===== config.mk =====
export PLATFORM = sky130hd
export DESIGN_NAME = result_ascii_formatter
export DESIGN_NICKNAME = d
export VERILOG_FILES = /design/src/rtl/result_ascii_formatter.sv
export SDC_FILE = /design/constraint.sdc
export NUM_CORES = 1
export LEC_CHECK = 0
export BUFFER_PORTS_ARGS = -buffer_cell sky130_fd_sc_hd__buf_2
export CAP_MARGIN = 20
export CORE_MARGIN = 3
export CORE_UTILIZATION = 55
export CTS_CLUSTER_SIZE = 8
export DETAILED_ROUTE_END_ITERATION = 10
export PLACE_DENSITY = 0.78
export SKIP_LAST_GASP = 1
export SYNTH_ARGS = -nofsm -noshare
export SYNTH_HDL_FRONTEND = slang
export SYNTH_SLANG_ARGS = --single-unit

===== constraint.sdc =====
create_clock -name clk -period 2.89 [get_ports clk]
set_input_delay 0.1445 -clock clk [delete_from_list [all_inputs] [get_ports clk]]
set_output_delay 0.1445 -clock clk [all_outputs]
set_load 0.02 [all_outputs]

===== src/rtl/result_ascii_formatter.sv =====
`default_nettype none
// ============================================================================
//  Module   : result_ascii_formatter
//  Purpose  : Buffers signed accelerator result words in a small FIFO and
//             prints each one as signed decimal ASCII, one character per
//             valid/ready handshake. A space follows every value; a newline
//             replaces the space after every PER_LINE-th value.
//  Revision : 1.0 - initial release
// ----------------------------------------------------------------------------
//  Ports
//    clk          in   1       clock
//    rst          in   1       synchronous active-high reset
//    read_data    in   DATA_W  two's-complement result word
//    read_valid   in   1       read_data valid this cycle (no backpressure)
//    in_full      out  1       FIFO full; a word presented now is dropped
//    overflow     out  1       sticky drop indicator, cleared only by rst
//    print_char   out  8       ASCII character
//    print_valid  out  1       print_char valid
//    print_ready  in   1       sink accepts print_char this cycle
//    busy         out  1       FIFO non-empty or a value is in flight
// ============================================================================
module result_ascii_formatter #(
   parameter int DATA_W     = 18,
   parameter int FIFO_DEPTH = 8,
   parameter int PER_LINE   = 8
) (
   input  logic              clk,
   input  logic              rst,
   input  logic [DATA_W-1:0] read_data,
   input  logic              read_valid,
   output logic              in_full,
   output logic              overflow,
   output logic [7:0]        print_char,
   output logic              print_valid,
   input  logic              print_ready,
   output logic              busy
);

   // Number of decimal digits needed for the largest magnitude, 2^(DATA_W-1).
   function automatic int calc_digits(input int width);
      longint v;
      int     n;
      v = longint'(1) << (width - 1);
      n = 0;
      while (v > 0) begin
         n++;
         v = v / 10;
      end
      return n;
   endfunction

   localparam int c_ndig   = calc_digits(DATA_W);
   localparam int c_aw     = $clog2(FIFO_DEPTH);
   localparam int c_idx_w  = (c_ndig > 1) ? $clog2(c_ndig) : 1;
   localparam int c_line_w = (PER_LINE > 1) ? $clog2(PER_LINE) : 1;
   localparam int c_cnt_w  = $clog2(DATA_W + 1);

   typedef enum logic [2:0] {
      S_IDLE    = 3'd0,
      S_CONVERT = 3'd1,
      S_SIGN    = 3'd2,
      S_DIGITS  = 3'd3,
      S_SEP     = 3'd4
   } state_t;

   // ------------------------------------------------------------------------
   // Input FIFO. Pointers carry one extra bit so full and empty differ.
   // ------------------------------------------------------------------------
   logic [DATA_W-1:0] r_mem [FIFO_DEPTH];
   logic [c_aw:0]     r_wr_ptr;
   logic [c_aw:0]     r_rd_ptr;
   logic              r_overflow;
   logic              w_empty;
   logic              w_full;
   logic              w_push;
   logic              w_pop;
   logic [DATA_W-1:0] w_head;

   assign w_empty = (r_wr_ptr == r_rd_ptr);
   assign w_full  = (r_wr_ptr[c_aw] != r_rd_ptr[c_aw]) &&
                    (r_wr_ptr[c_aw-1:0] == r_rd_ptr[c_aw-1:0]);
   // A full FIFO rejects the push even if a pop frees a slot this cycle.
   assign w_push  = read_valid && !w_full;
   assign w_head  = r_mem[r_rd_ptr[c_aw-1:0]];

   always_ff @(posedge clk) begin
      if (rst) begin
         r_wr_ptr   <= '0;
         r_rd_ptr   <= '0;
         r_overflow <= 1'b0;
      end else begin
         if (w_push) begin
            r_wr_ptr <= r_wr_ptr + (c_aw + 1)'(1);
         end
         if (w_pop) begin
            r_rd_ptr <= r_rd_ptr + (c_aw + 1)'(1);
         end
         if (read_valid && w_full) begin
            r_overflow <= 1'b1;
         end
      end
   end

   // Storage has no reset; only the pointers define what is valid.
   always_ff @(posedge clk) begin
      if (w_push) begin
         r_mem[r_wr_ptr[c_aw-1:0]] <= read_data;
      end
   end

   // ------------------------------------------------------------------------
   // Conversion datapath
   // ------------------------------------------------------------------------
   state_t                   r_state;
   state_t                   w_state_nxt;
   logic                     r_neg;
   // DATA_W bits suffice for the magnitude: 2^(DATA_W-1) is representable
   // as an unsigned DATA_W-bit number, so the most negative input is exact.
   logic [DATA_W-1:0]        r_mag;
   logic [c_ndig-1:0][3:0]   r_bcd;
   logic [c_cnt_w-1:0]       r_cnt;
   logic [c_idx_w-1:0]       r_dig_idx;
   logic [c_line_w-1:0]      r_line;

   logic [DATA_W-1:0]        w_head_mag;
   logic [c_ndig-1:0][3:0]   w_bcd_adj;
   logic [c_ndig*4-1:0]      w_adj_flat;
   logic [c_idx_w-1:0]       w_first_nz;
   logic [3:0]               w_cur_digit;
   logic                     w_cnt_done;
   logic                     w_last_on_line;

   assign w_head_mag     = w_head[DATA_W-1] ? (~w_head + DATA_W'(1)) : w_head;
   assign w_cnt_done     = (r_cnt == c_cnt_w'(DATA_W));
   assign w_cur_digit    = r_bcd[r_dig_idx];
   assign w_last_on_line = (r_line == c_line_w'(PER_LINE - 1));
   assign w_adj_flat     = w_bcd_adj;

   // Double-dabble correction: any digit >= 5 gets +3 before the shift.
   always_comb begin
      w_bcd_adj = r_bcd;
      for (int i = 0; i < c_ndig; i++) begin
         if (r_bcd[i] >= 4'd5) begin
            w_bcd_adj[i] = r_bcd[i] + 4'd3;
         end
      end
   end

   // Highest non-zero digit; stays 0 for value zero so a single '0' prints.
   always_comb begin
      w_first_nz = '0;
      for (int i = 0; i < c_ndig; i++) begin
         if (r_bcd[i] != 4'd0) begin
            w_first_nz = c_idx_w'(i);
         end
      end
   end

   always_ff @(posedge clk) begin
      if (rst) begin
         r_neg     <= 1'b0;
         r_mag     <= '0;
         r_bcd     <= '0;
         r_cnt     <= '0;
         r_dig_idx <= '0;
         r_line    <= '0;
      end else begin
         case (r_state)
            S_IDLE: begin
               if (w_pop) begin
                  r_neg <= w_head[DATA_W-1];
                  r_mag <= w_head_mag;
                  r_bcd <= '0;
                  r_cnt <= '0;
               end
            end
            S_CONVERT: begin
               if (!w_cnt_done) begin
                  r_bcd <= {w_adj_flat[c_ndig*4-2:0], r_mag[DATA_W-1]};
                  r_mag <= {r_mag[DATA_W-2:0], 1'b0};
                  r_cnt <= r_cnt + c_cnt_w'(1);
               end else begin
                  r_dig_idx <= w_first_nz;
               end
            end
            S_DIGITS: begin
               if (print_ready && (r_dig_idx != '0)) begin
                  r_dig_idx <= r_dig_idx - c_idx_w'(1);
               end
            end
            S_SEP: begin
               if (print_ready) begin
                  r_line <= w_last_on_line ? '0 : (r_line + c_line_w'(1));
               end
            end
            default: begin
            end
         endcase
      end
   end

   // ------------------------------------------------------------------------
   // Control FSM
   // ------------------------------------------------------------------------
   always_ff @(posedge clk) begin
      if (rst) begin
         r_state <= S_IDLE;
      end else begin
         r_state <= w_state_nxt;
      end
   end

   // Outputs depend only on registered state, so print_char is stable for
   // as long as the sink stalls.
   always_comb begin
      w_state_nxt = r_state;
      w_pop       = 1'b0;
      print_valid = 1'b0;
      print_char  = 8'h00;
      case (r_state)
         S_IDLE: begin
            if (!w_empty) begin
               w_pop       = 1'b1;
               w_state_nxt = S_CONVERT;
            end
         end
         S_CONVERT: begin
            // One extra cycle after the last shift selects the first digit.
            if (w_cnt_done) begin
               w_state_nxt = r_neg ? S_SIGN : S_DIGITS;
            end
         end
         S_SIGN: begin
            print_valid = 1'b1;
            print_char  = 8'h2D;
            if (print_ready) begin
               w_state_nxt = S_DIGITS;
            end
         end
         S_DIGITS: begin
            print_valid = 1'b1;
            print_char  = 8'h30 + {4'h0, w_cur_digit};
            if (print_ready && (r_dig_idx == '0)) begin
               w_state_nxt = S_SEP;
            end
         end
         S_SEP: begin
            print_valid = 1'b1;
            print_char  = w_last_on_line ? 8'h0A : 8'h20;
            if (print_ready) begin
               w_state_nxt = S_IDLE;
            end
         end
         default: begin
            w_state_nxt = S_IDLE;
         end
      endcase
   end

   assign in_full  = w_full;
   assign overflow = r_overflow;
   assign busy     = !w_empty || (r_state != S_IDLE);

endmodule
`default_nettype wire


# Word level (Yosys, flattened, before mapping)
# Memories as Yosys holds them, arrays and structs flattened. A register that Yosys moved wholly into a read port is not among the register bits.
# Cells that the tools add are included.
# Widths: inputs -> output; s select.
[totals] ff_bits=66 mem_bits_rw=144 in_bits=22 out_inout_bits=12 elab_cells=122 n_memories=1
[op_classes] add_sub_neg=13 magnitude_cmp=7 n_eq_ne=17 n_mux=43 bitwise_logic=1 n_reduce_logical=25
[memory_table] memory="r_mem" depth=8 word_bits=18 read_ports=1 rd_clocked_by_memory_dff=1 wr=1 line="69" text="logic [DATA_W-1:0] r_mem [FIFO_DEPTH];"
[ops] cell="$mux 18" n=3
[ops] cell="$mux 24" n=2
[ops] cell="$pmux 24 s2" n=1
[ops] cell="$mux 3" n=15
[ops] cell="$pmux 18 s2" n=1
[ops] cell="$ge 4x3->1 const B" n=6
[ops] cell="$mux 4" n=6
[ops] cell="$pmux 7 s3" n=1
[ops] cell="$add 4x2->4 const B" n=5
[ops] cell="$reduce_bool 4->1" n=5
[ops] cell="$add 18x1->18 const B" n=1
[ops] cell="$not 18->18" n=1
[ops] cell="$ne 2x2->1 const B" n=8
[ops] cell="$pmux 3 s5" n=1
[ops] cell="$bmux 4 s3" n=1
[ops] cell="$mux 5" n=2
[ops] cell="$pmux 5 s2" n=1
[ops] cell="$add 4x1->4 const B" n=2
[ops] cell="$add 6x4->7 const A" n=1
[ops] cell="$mux 1" n=7
[ops] cell="$eq 3x2->1 const B" n=2
[ops] cell="$eq 3x3->1 const B" n=2
[ops] cell="$logic_not 3->1" n=2
[ops] cell="$mux 6" n=1
[ops] cell="20 further kinds" n=29

# Longest topological paths before layout
# Gate-level depths: netlist (run 1).
[depth] ltp_word=8 depth_mapped=11 depth_no_buf=8

# Worst setup path after synthesis (run 1)
# Ideal clock, no wire load.
[synth_path] path_kind="register to register" startpoint="register r_wr_ptr[0]" endpoint="memory r_mem[0][0] (enable)" setup_time_ns=0.416 arrival_ns=2.356 t_required_ns=2.474 setup_slack_ns=0.118 path_stages_with_launch=7 path_buffers=1 period_less_slack_ns=2.772 cell_sequence="dfxtp_1 > clkbuf_1 > xnor2_1 > nand3_1 > o21a_1 > nand2b_1 > nor3_1"
[synth_between] elab_chain_len=6
[synth_rtl] element="start: declaration" line="70" text="logic [c_aw:0] r_wr_ptr;"
[synth_rtl] element="start signal: assignment" line="93" text="r_wr_ptr <= r_wr_ptr + (c_aw + 1)'(1);"
[synth_rtl] element="$eq 3x3->1" line="81" text="(r_wr_ptr[c_aw-1:0] == r_rd_ptr[c_aw-1:0]);"
[synth_rtl] element="$logic_and 1x1->1" line="80" text="assign w_full = (r_wr_ptr[c_aw] != r_rd_ptr[c_aw]) &&"
[synth_rtl] element="$logic_not 1->1" line="83" text="assign w_push = read_valid && !w_full;"
[synth_rtl] element="$logic_and 1x1->1" line="83"
[synth_rtl] element="$mux 1" line="106" text="if (w_push) begin"
[synth_rtl] element="$mux 1 (not written as such)" line="107" text="r_mem[r_wr_ptr[c_aw-1:0]] <= read_data;"
[synth_rtl] element="end: declaration" line="69"
# Several ways; a longest one is shown, not always the timed one.

==> results of run 1 <==
[critical path, stage by stage (launching register included)]
cell	delay, ns
dfxtp_4	0.41
buf_4	0.18
buf_6	0.17
mux4_2	0.54
mux2i_2	0.25
nand3_2	0.14
o41ai_4	0.38
xnor2_1	0.12
o21a_1	0.20
a211oi_2	0.23
[flip-flops by register name (all words and copies together), names as in the netlist, named ones only]
register	cells
r_mem	144
r_rd_ptr	4
r_mag	18
r_wr_ptr	4
r_neg	1
r_bcd	24
r_dig_idx	3
overflow	1
r_cnt	5
r_state	3
r_line	3
[synthesized netlist by cell type, types with 2 or more instances]
cell	instances	share of area [%]
o211a_1	2	0.21
and2_1	5	0.33
and3_1	3	0.20
buf_2	7	0.36
o22ai_1	3	0.20
a41oi_1	2	0.18
edfxtp_1	144	45
a21oi_1	50	2.6
o21bai_1	2	0.16
or2_2	3	0.20
nand4_1	6	0.39
a22oi_1	2	0.16
nand2b_1	13	0.85
nor3_1	21	1.1
o211ai_1	2	0.16
ha_1	22	2.9
nor2_1	62	2.4
nand3_1	23	1.2
inv_1	21	0.82
mux2i_1	25	2.6
xnor2_1	20	1.8
mux4_1	7	1.9
a221oi_1	5	0.46
mux2_2	4	0.47
a31oi_1	6	0.39
or3_1	2	0.13
a311oi_1	2	0.18
a211oi_1	9	0.70
o21a_1	2	0.16
o2111ai_1	2	0.18
nor2b_1	4	0.26
buf_12	2	0.42
clkbuf_1	29	1.1
o2bb2ai_1	2	0.18
xor2_1	17	1.5
mux4_2	29	6.8
mux2i_4	2	0.47
o21ai_0	32	1.7
buf_4	2	0.16
dfxtp_1	69	14
nand2_1	56	2.2
a22o_1	4	0.36
nor4_1	4	0.26
[logic make-up (layout without fill, tap and decap cells)]
| group | Yosys count | in the layout | synth area share, % |
|---|---|---|---|
| fa+ha+maj | 22 | 22 | 2.86 |
| mux | 68 | 68 | 12.4 |
| simple gates | 207 | 207 | 10.2 |
| xor+xnor | 37 | 37 | 3.37 |
| buf+inv | 63 | 156 | 3.04 |
| flops | 213 | 213 | 59.3 |
| compound gates | 136 | 136 | 8.83 |
| other cells | 1 | 2 | 0.0390 |
[layer usage]
| layer | GRT usage, % | share of wire, % | wire [um] | vias up |
|---|---|---|---|---|
| met2 | 36.7 | 51 | 10500 | 192 |
| met4 | 7.33 | 2.8 | 581 | 0 |
| met5 | 0 | 0 | 0 | - |
| met1 | 27.1 | 42 | 8590 | 3122 |
| li1 | - | - | - | 2952 |
| met3 | 3.38 | 4.6 | 953 | 51 |
[how the worst min path moves through the flow]
stage                          start                     to  slack, ns  cells past startpoint
final                            rst  r_bcd[8]$_SDFFE_PP0P_       0.19                      2
after CTS                        rst  r_bcd[8]$_SDFFE_PP0P_       0.17                      2
after global placement    read_valid  overflow$_SDFFE_PP0P_       0.39                      3
after detailed placement  read_valid  overflow$_SDFFE_PP0P_       0.39                      3
after global routing             rst  r_bcd[8]$_SDFFE_PP0P_       0.23                      2
after floorplan                  rst  r_mag[9]$_SDFFE_PP0P_       0.23                      1
[area by class of cell]
cell class	instances	area (sq um)
Clock buffer	49	832
Fill cell	1131	5640
Sequential cell	213	5710
Multi-Input combinational cell	472	3680
Timing Repair Buffer	85	631
Inverter	21	78.8
Tap cell	220	275
Clock inverter	1	30.0
[power breakdown]
group	internal (mW)	switching [mW]
Clock	1.94	1.21
Sequential	3.47	0.156
Combinational	0.948	1.47
Total	6.35	2.84
[through the flow]
| step | TNS (ns) | worst slack (ns) | cell area (sq um) | utilization [%] |
|---|---|---|---|---|
| after floorplan | 0 | 0.118 | 9620 | - |
| after global placement | 0 | 0.171 | 10100 | 59.8 |
| after detailed placement | 0 | 0.0586 | 10100 | 59.8 |
| after CTS | 0 | 0.0463 | 11200 | 66.1 |
| after global routing | -0.00679 | -0.00679 | 11200 | 66.6 |
| final | 0 | 0.140 | 11200 | 66.6 |
[repair_timing]
action / CTS / global route
setup endpoints to repair: 2 / 5
hold endpoints to repair: 147 / 0
setup buffers: 0 / 4
cloned: 0 / 0
resized for setup: 1 / 10
hold buffers: 20 / 0
pin swaps: 0 / 2
==> flow_summary_export.csv, run 1 <==
group,metric,value,unit
cts,clock_latency,0.56,ns
die,die-area,0.0191,sq mm
cells_and_area,antenna_cells,0,
cts,cts_buffer_depth,3,
cells_and_area,final_common_cell,"edfxtp_1",
cts,cts_root_buf,"clkbuf_16",
pwr,powerDensity,818,mW/mm^2
critical_path,worstPathRequired,3.33,ns
hold_path,hold_path_class,"in -> reg",
critical_path,arrival,3.19,ns
sta,period_needed,2.75,ns
yosys,synth-seq-cells,213,
yosys,synthFlopType,"edfxtp_1",
sta,max_freq,0.364,GHz
die,io-pin-count,34,
sta,relSlewSlack,47.0,%
yosys,syn_inst,747,
place,place_congestion,0.801,
global_route,track_usage,21.1,%
place,placed_cells,987,
yosys,yosysWarnings,0,
die,die_w,138,um
critical_path,reg2reg_to,"r_mag[12]$_SDFFE_PP0P_",
cts,clock_sinks,213,
die,start_util,57.0,%
cells_and_area,drive_above_1_share,18.3,%
critical_path,setup.worst_path.end,"r_mag[12]$_SDFFE_PP0P_",
cts,clk_pin_slew,0.05,ns
yosys,async_flop_share,0,%
sta,hold_slack,0.190,ns
critical_path,worstSetupEndpointType,"flop",
pwr,p_leak,3.86,nW
global_route,first_global_vias,6465,
detailed_routing,dr.pass1.iters,5,
cts,tritoncts,"built",
die,core_area,0.0169,sq mm
status,status,"complete, no violations",
global_route,grt_pass1_wl,33.1,mm
pwr,peakVddDrop,617,uV
job,drv_cap,0,
cells_and_area,layout_common_cells,"edfxtp_1, dfxtp_1, nor2_1",
cells_and_area,syn_to_final_growth,16.8,%
critical_path,reg2regPathDepth,9,
cells_and_area,final_net_count,867,
global_route,grt_antenna_before_repair,0,
detailed_routing,wl_per_cell,19.5,um
sta,skew,0.0423,ns
detailed_routing,viasPerCell,5.95,
yosys,syn_area_per_cell,12.9,sq um
sta,fin_crit_sh,95.1,%
sta,slew_viol_final,0,
place,post-dp-hpwl,12.5,mm
sta,hold_viol,0,
global_route,overflow,0,
critical_path,crit_type,"reg -> reg",
yosys,ys_seq_area_share,59.3,%
pwr,total_power,9.19,mW
critical_path,regToRegSetupSlack,0.14,ns
detailed_routing,finalWirelength,20.6,mm
sta,worstMarginPinSlew,0.796,ns
cts,cts_buffers,30,
yosys,synth_edf_count,144,
global_route,grt_max_degree,45,
die,row_count,47,
yosys,synth_cell_types,61,
critical_path,start_kind,"flop",
sta,setup_viol,0,
critical_path,path_max_fanout,8,
die,die_h,138,um
cts,cts.htree.levels,1,
detailed_routing,drc,0,
detailed_routing,drtAntennaViolNets,0,
place,io_buffers,31,
detailed_routing,drt_iter0_drc,486,
cells_and_area,finalNonFillerCells,1061,
detailed_routing,vias,6317,
yosys,syn_area,0.00962,sq mm
No activity file was read; power rests on OpenSTA's default activity.
==> run 2, diff against run 1 <==
--- a/config.mk
+++ b/config.mk
@@ -7,6 +7,7 @@
 export LEC_CHECK = 0
 export BUFFER_PORTS_ARGS = -buffer_cell sky130_fd_sc_hd__buf_2
 export CAP_MARGIN = 20
+export CORE_ASPECT_RATIO = 1.4
 export CORE_MARGIN = 3
 export CORE_UTILIZATION = 55
 export CTS_CLUSTER_SIZE = 8
==> run 2 against run 1 <==
- clock skew down 0.033 ns
- critical endpoint is now r_mag[17]$_SDFFE_PP0P_
- register-to-register slack about the same
- combinational power rose by 2%
- critical path type unchanged
- via count up 0.89%
- count of clock-buffer cells in the layout increased by 1
==> flow_summary_export.csv, run 2 (synthesis gave the netlist of run 1 again) <==
group,metric,value,unit
status,status,"complete, no violations",
global_route,first_global_vias,6673,
global_route,grt_pass1_wl,33.9,mm
sta,final.setup.worst_slack,0.130,ns
detailed_routing,wl_per_cell,19.9,um
pwr,powerDensity,819,mW/mm^2
critical_path,worstSetupEndpointType,"flop",
pwr,peakVddDrop,725,uV
global_route,grt_max_degree,51,
die,die-area,0.0191,sq mm
cells_and_area,antenna_cells,0,
critical_path,reg2regPathDepth,7,
place,postPlaceCellArea,0.0101,sq mm
cts,clock_sinks,213,
sta,period_needed,2.76,ns
cells_and_area,final_common_cell,"edfxtp_1",
sta,relSlewSlack,39.9,%
cts,cts_buffers,30,
cells_and_area,layout_common_cells,"edfxtp_1, dfxtp_1, nor2_1",
detailed_routing,finalWirelength,21.4,mm
place,post-dp-hpwl,12.8,mm
sta,worstMarginPinSlew,0.902,ns
die,die_h,162,um
die,core_area,0.0170,sq mm
cells_and_area,largest_reg_flops,144,
critical_path,crit_buf_inv,1,
detailed_routing,dr.pass1.iters,5,
sta,slew_viol_final,0,
detailed_routing,viasPerCell,5.93,
detailed_routing,drt_iter0_drc,472,
job,drv_cap,0,
global_route,grt_antenna_before_repair,0,
critical_path,cpPeakStageDelay,0.51,ns
detailed_routing,drc,0,
place,io_buffers,31,
cts,cts_root_buf,"clkbuf_16",
critical_path,crit_family,"simple AND/OR/NAND/NOR gates",
sta,setup_viol,0,
detailed_routing,vias,6373,
detailed_routing,drtAntennaViolNets,0,
critical_path,path_depth,7,
critical_path,arrival,3.20,ns
critical_path,path_cells,"buf_4 > mux4_2 > mux2i_2 > o211ai_1 > nand4bb_4 > or4_1 > a31oi_1",
cells_and_area,syn_to_final_growth,17.1,%
sta,max_freq,0.362,GHz
global_route,overflow,0,
cts,cts_buffer_depth,3,
sta,fin_crit_sh,95.5,%
sta,hold_viol,0,
sta,fin_setup_tns,0,ns
cells_and_area,drive_above_1_share,18.5,%
cts,cts.htree.levels,1,
cts,clk_pin_slew,0.05,ns
cts,clock_latency,0.53,ns
critical_path,crit_slowest_cell,"mux4_2",
hold_path,hold_path_class,"in -> reg",
die,die_w,118,um
critical_path,start_kind,"flop",
pwr,p_leak,3.86,nW
cells_and_area,n_fill_cell,1204,
global_route,track_usage,22.0,%
die,start_util,56.7,%
cells_and_area,fin_area,0.0113,sq mm
cts,tritoncts,"built",
die,row_count,56,
place,dp_slack,-0.0727,ns
sta,hold_slack,0.237,ns
hold_path,hold_depth,2,
critical_path,crit_type,"reg -> reg",
critical_path,worstPathRequired,3.33,ns
place,place_congestion,0.832,
critical_path,path_max_fanout,6,
cells_and_area,final_net_count,868,
die,io-pin-count,34,
sta,skew,0.00889,ns
==> run 2: worst register-to-register path, cell delays in order, from the launching register on <==
cell	delay [ns]
dfxtp_4	0.38
buf_4	0.14
mux4_2	0.51
mux2i_2	0.32
o211ai_1	0.29
nand4bb_4	0.35
or4_1	0.50
a31oi_1	0.19
==> run 2: per-layer routing <==
layer	GRT usage, %	up-vias	routed length [um]
met1	25.1	3143	7960
li1	-	2960	-
met4	8.80	0	630
met3	3.27	47	1100
met2	41.5	223	11700
met5	0	-	0
==> run 2: what timing repair did <==
| action | CTS | global route |
|---|---|---|
| hold buffers | 20 | 0 |
| endpoints found under the hold margin | 147 | 0 |
| resized for setup | 2 | 11 |
| setup endpoints to repair | 9 | 5 |
| setup buffers | 0 | 5 |
| pin swaps | 0 | 1 |
==> run 2: final timing paths <==
kind                         startpoint                      to  slack (ns)
setup reg to reg                   flop  r_mag[17]$_SDFFE_PP0P_        0.13
hold reg to reg   overflow$_SDFFE_PP0P_   overflow$_SDFFE_PP0P_        0.46
hold / removal                      rst   r_bcd[8]$_SDFFE_PP0P_        0.24
setup / recovery                   flop  r_mag[17]$_SDFFE_PP0P_        0.13
==> run 2: final cells by class <==
class	count	area (sq um)	area share [%]
Clock buffer	50	847	7.52
Clock inverter	1	5.00	0.0444
Inverter	21	78.8	0.700
Multi-Input combinational cell	472	3690	32.8
Sequential cell	213	5710	50.7
Tap cell	232	290	2.58
Timing Repair Buffer	86	642	5.70
==> run 2: per-stage QoR <==
step	util, %	total power, mW	instances
3_5_place_dp	59.5	5.97	999
6_report	66.4	9.23	1075
5_1_grt	66.4	9.65	1075
4_1_cts	65.8	9.16	1070
3_3_place_gp	59.5	5.88	999
2_1_floorplan	-	5.34	748
==> run 2: where the power goes <==
group          switching [mW]  internal [mW]  total [mW]
combinational            1.50          0.969        2.47
clock                    1.18           1.96        3.14
sequential              0.154           3.47        3.62
==> run 3, diff against run 2 <==
--- a/config.mk
+++ b/config.mk
@@ -12,7 +12,7 @@
 export CORE_UTILIZATION = 55
 export CTS_CLUSTER_SIZE = 8
 export DETAILED_ROUTE_END_ITERATION = 10
-export PLACE_DENSITY = 0.78
+export PLACE_DENSITY_LB_ADDON = 0.3
 export SKIP_LAST_GASP = 1
 export SYNTH_ARGS = -nofsm -noshare
 export SYNTH_HDL_FRONTEND = slang
==> constraint.sdc (replaced) <==
create_clock -name clk -period 2.89 [get_ports clk]
set_input_delay 0.289 -clock clk [delete_from_list [all_inputs] [get_ports clk]]
set_output_delay 0.289 -clock clk [all_outputs]
set_load 0.02 [all_outputs]
==> run 3 against run 2 <==
- flip-flop and latch count did not move
- die area is the same
- setup slack better by 0.013 ns
- clock skew grew 0.0041 ns
==> flow_summary_export.csv, run 3 (synthesis gave the netlist of run 1 again) <==
group,metric,value,unit
cells_and_area,layout_common_cells,"edfxtp_1, dfxtp_1, nand2_1",
pwr,powerDensity,829,mW/mm^2
die,die-area,0.0191,sq mm
die,row_count,56,
place,post-dp-hpwl,13.0,mm
critical_path,crit_type,"reg -> reg",
sta,skew,0.0130,ns
sta,hold_viol,0,
sta,slew_viol_final,0,
place,placed_cells,1003,
place,postPlaceCellArea,0.0102,sq mm
cells_and_area,fin_area,0.0110,sq mm
detailed_routing,vias,6145,
job,drv_cap,0,
critical_path,worstSetupEndpointType,"flop",
cells_and_area,antenna_cells,0,
sta,relSlewSlack,55.2,%
place,io_buffers,31,
global_route,grt_antenna_before_repair,0,
hold_path,hold_path_class,"in -> reg",
global_route,overflow,0,
detailed_routing,dr.pass1.iters,5,
cts,cts_root_buf,"clkbuf_16",
detailed_routing,wl_per_cell,18.8,um
sta,period_needed,2.75,ns
cts,tritoncts,"built",
place,place_congestion,0.825,
cells_and_area,drive_above_1_share,18.6,%
critical_path,worstPathRequired,3.33,ns
cells_and_area,final_common_cell,"edfxtp_1",
sta,hold_slack,0.0207,ns
global_route,grtUsageMet3,3.16,%
sta,fin_setup_tns,0,ns
die,io-pin-count,34,
global_route,track_usage,21.0,%
cts,cts_buffers,30,
cts,postCtsSetupBuffers,0,
die,die_w,118,um
cts,cts.htree.levels,1,
sta,fin_crit_sh,95.1,%
pwr,total_power,9.15,mW
sta,max_freq,0.364,GHz
global_route,grt_max_degree,32,
cells_and_area,finalNonFillerCells,1055,
sta,rsz0062_at_grt,"true",
detailed_routing,drc,0,
critical_path,arrival,3.19,ns
sta,final.setup.worst_slack,0.143,ns
global_route,grt_pass1_wl,32.4,mm
cts,clk_pin_slew,0.05,ns
die,core_area,0.0170,sq mm
global_route,use_met2,38.8,%
cts,postCtsHoldBufs,0,
detailed_routing,finalWirelength,19.8,mm
cells_and_area,largest_reg_flops,144,
critical_path,start_kind,"flop",
global_route,busiest_layer,"met2",
sta,setup_viol,0,
cells_and_area,post-route-util,65.0,%
cells_and_area,syn_to_final_growth,14.7,%
detailed_routing,viasPerCell,5.82,
detailed_routing,drt_iter0_drc,481,
sta,worstMarginPinSlew,0.667,ns
cts,cts_buffer_depth,3,
global_route,met1_usage,25.0,%
pwr,p_leak,3.77,nW
die,start_util,56.7,%
status,status,"complete, no violations",
pwr,peakVddDrop,568,uV
cts,clock_latency,0.53,ns
place,dp_slack,0.129,ns
cts,post_cts_resized,0,
cts,clock_sinks,213,
critical_path,path_max_fanout,24,
cells_and_area,final_net_count,847,
die,die_h,162,um
detailed_routing,drtAntennaViolNets,0,
global_route,first_global_vias,6372,
run 3: cell count changes in the layout (fill, tap and decap cells not counted), moves of 2 or more:
cell	delta
mux2i_2	-3
nor2_1	-5
buf_6	-2
mux2i_1	+3
nor2_2	+5
dlygate4sd3_1	-20
run 3: worst max-delay path: stages, from the launching register on:
cell	delay, ns
dfxtp_2	0.41
buf_4	0.21
buf_12	0.21
mux4_2	0.56
mux2i_4	0.25
nand4_1	0.21
nor2b_1	0.19
a41oi_1	0.16
xor2_1	0.20
a211oi_1	0.24
run 3: final timing paths:
check / cells after the start / endpoint / slack (ns) / startpoint
worst max-delay path: 9 / r_mag[16]$_SDFFE_PP0P_ / 0.14 / flop
worst min-delay path: 3 / overflow$_SDFFE_PP0P_ / 0.02 / read_valid
worst max register to register: 9 / r_mag[16]$_SDFFE_PP0P_ / 0.14 / flop
worst min register to register: 2 / r_line[2]$_SDFFE_PP0P_ / 0.46 / r_line[2]$_SDFFE_PP0P_
run 3: where the power goes:
group          total, mW  internal, mW  leakage [nW]  switching [mW]
Combinational       2.40         0.948          1.49            1.45
Sequential          3.62          3.47          1.87           0.152
Clock               3.13          1.96         0.410            1.17
run 3: metal layers:
layer | vias up | routed length [um]
met5 | - | 0
met2 | 135 | 10500
met1 | 3045 | 8080
met3 | 46 | 694
met4 | 0 | 512
li1 | 2919 | -
run 3: final cells by class:
class / instances / area, sq um
inverter: 21 / 78.8
clock buffer: 51 / 851
multi-input combinational: 472 / 3660
tap: 232 / 290
timing repair buffer: 65 / 439
fill: 1249 / 5930
sequential: 213 / 5710
clock inverter: 1 / 5.00
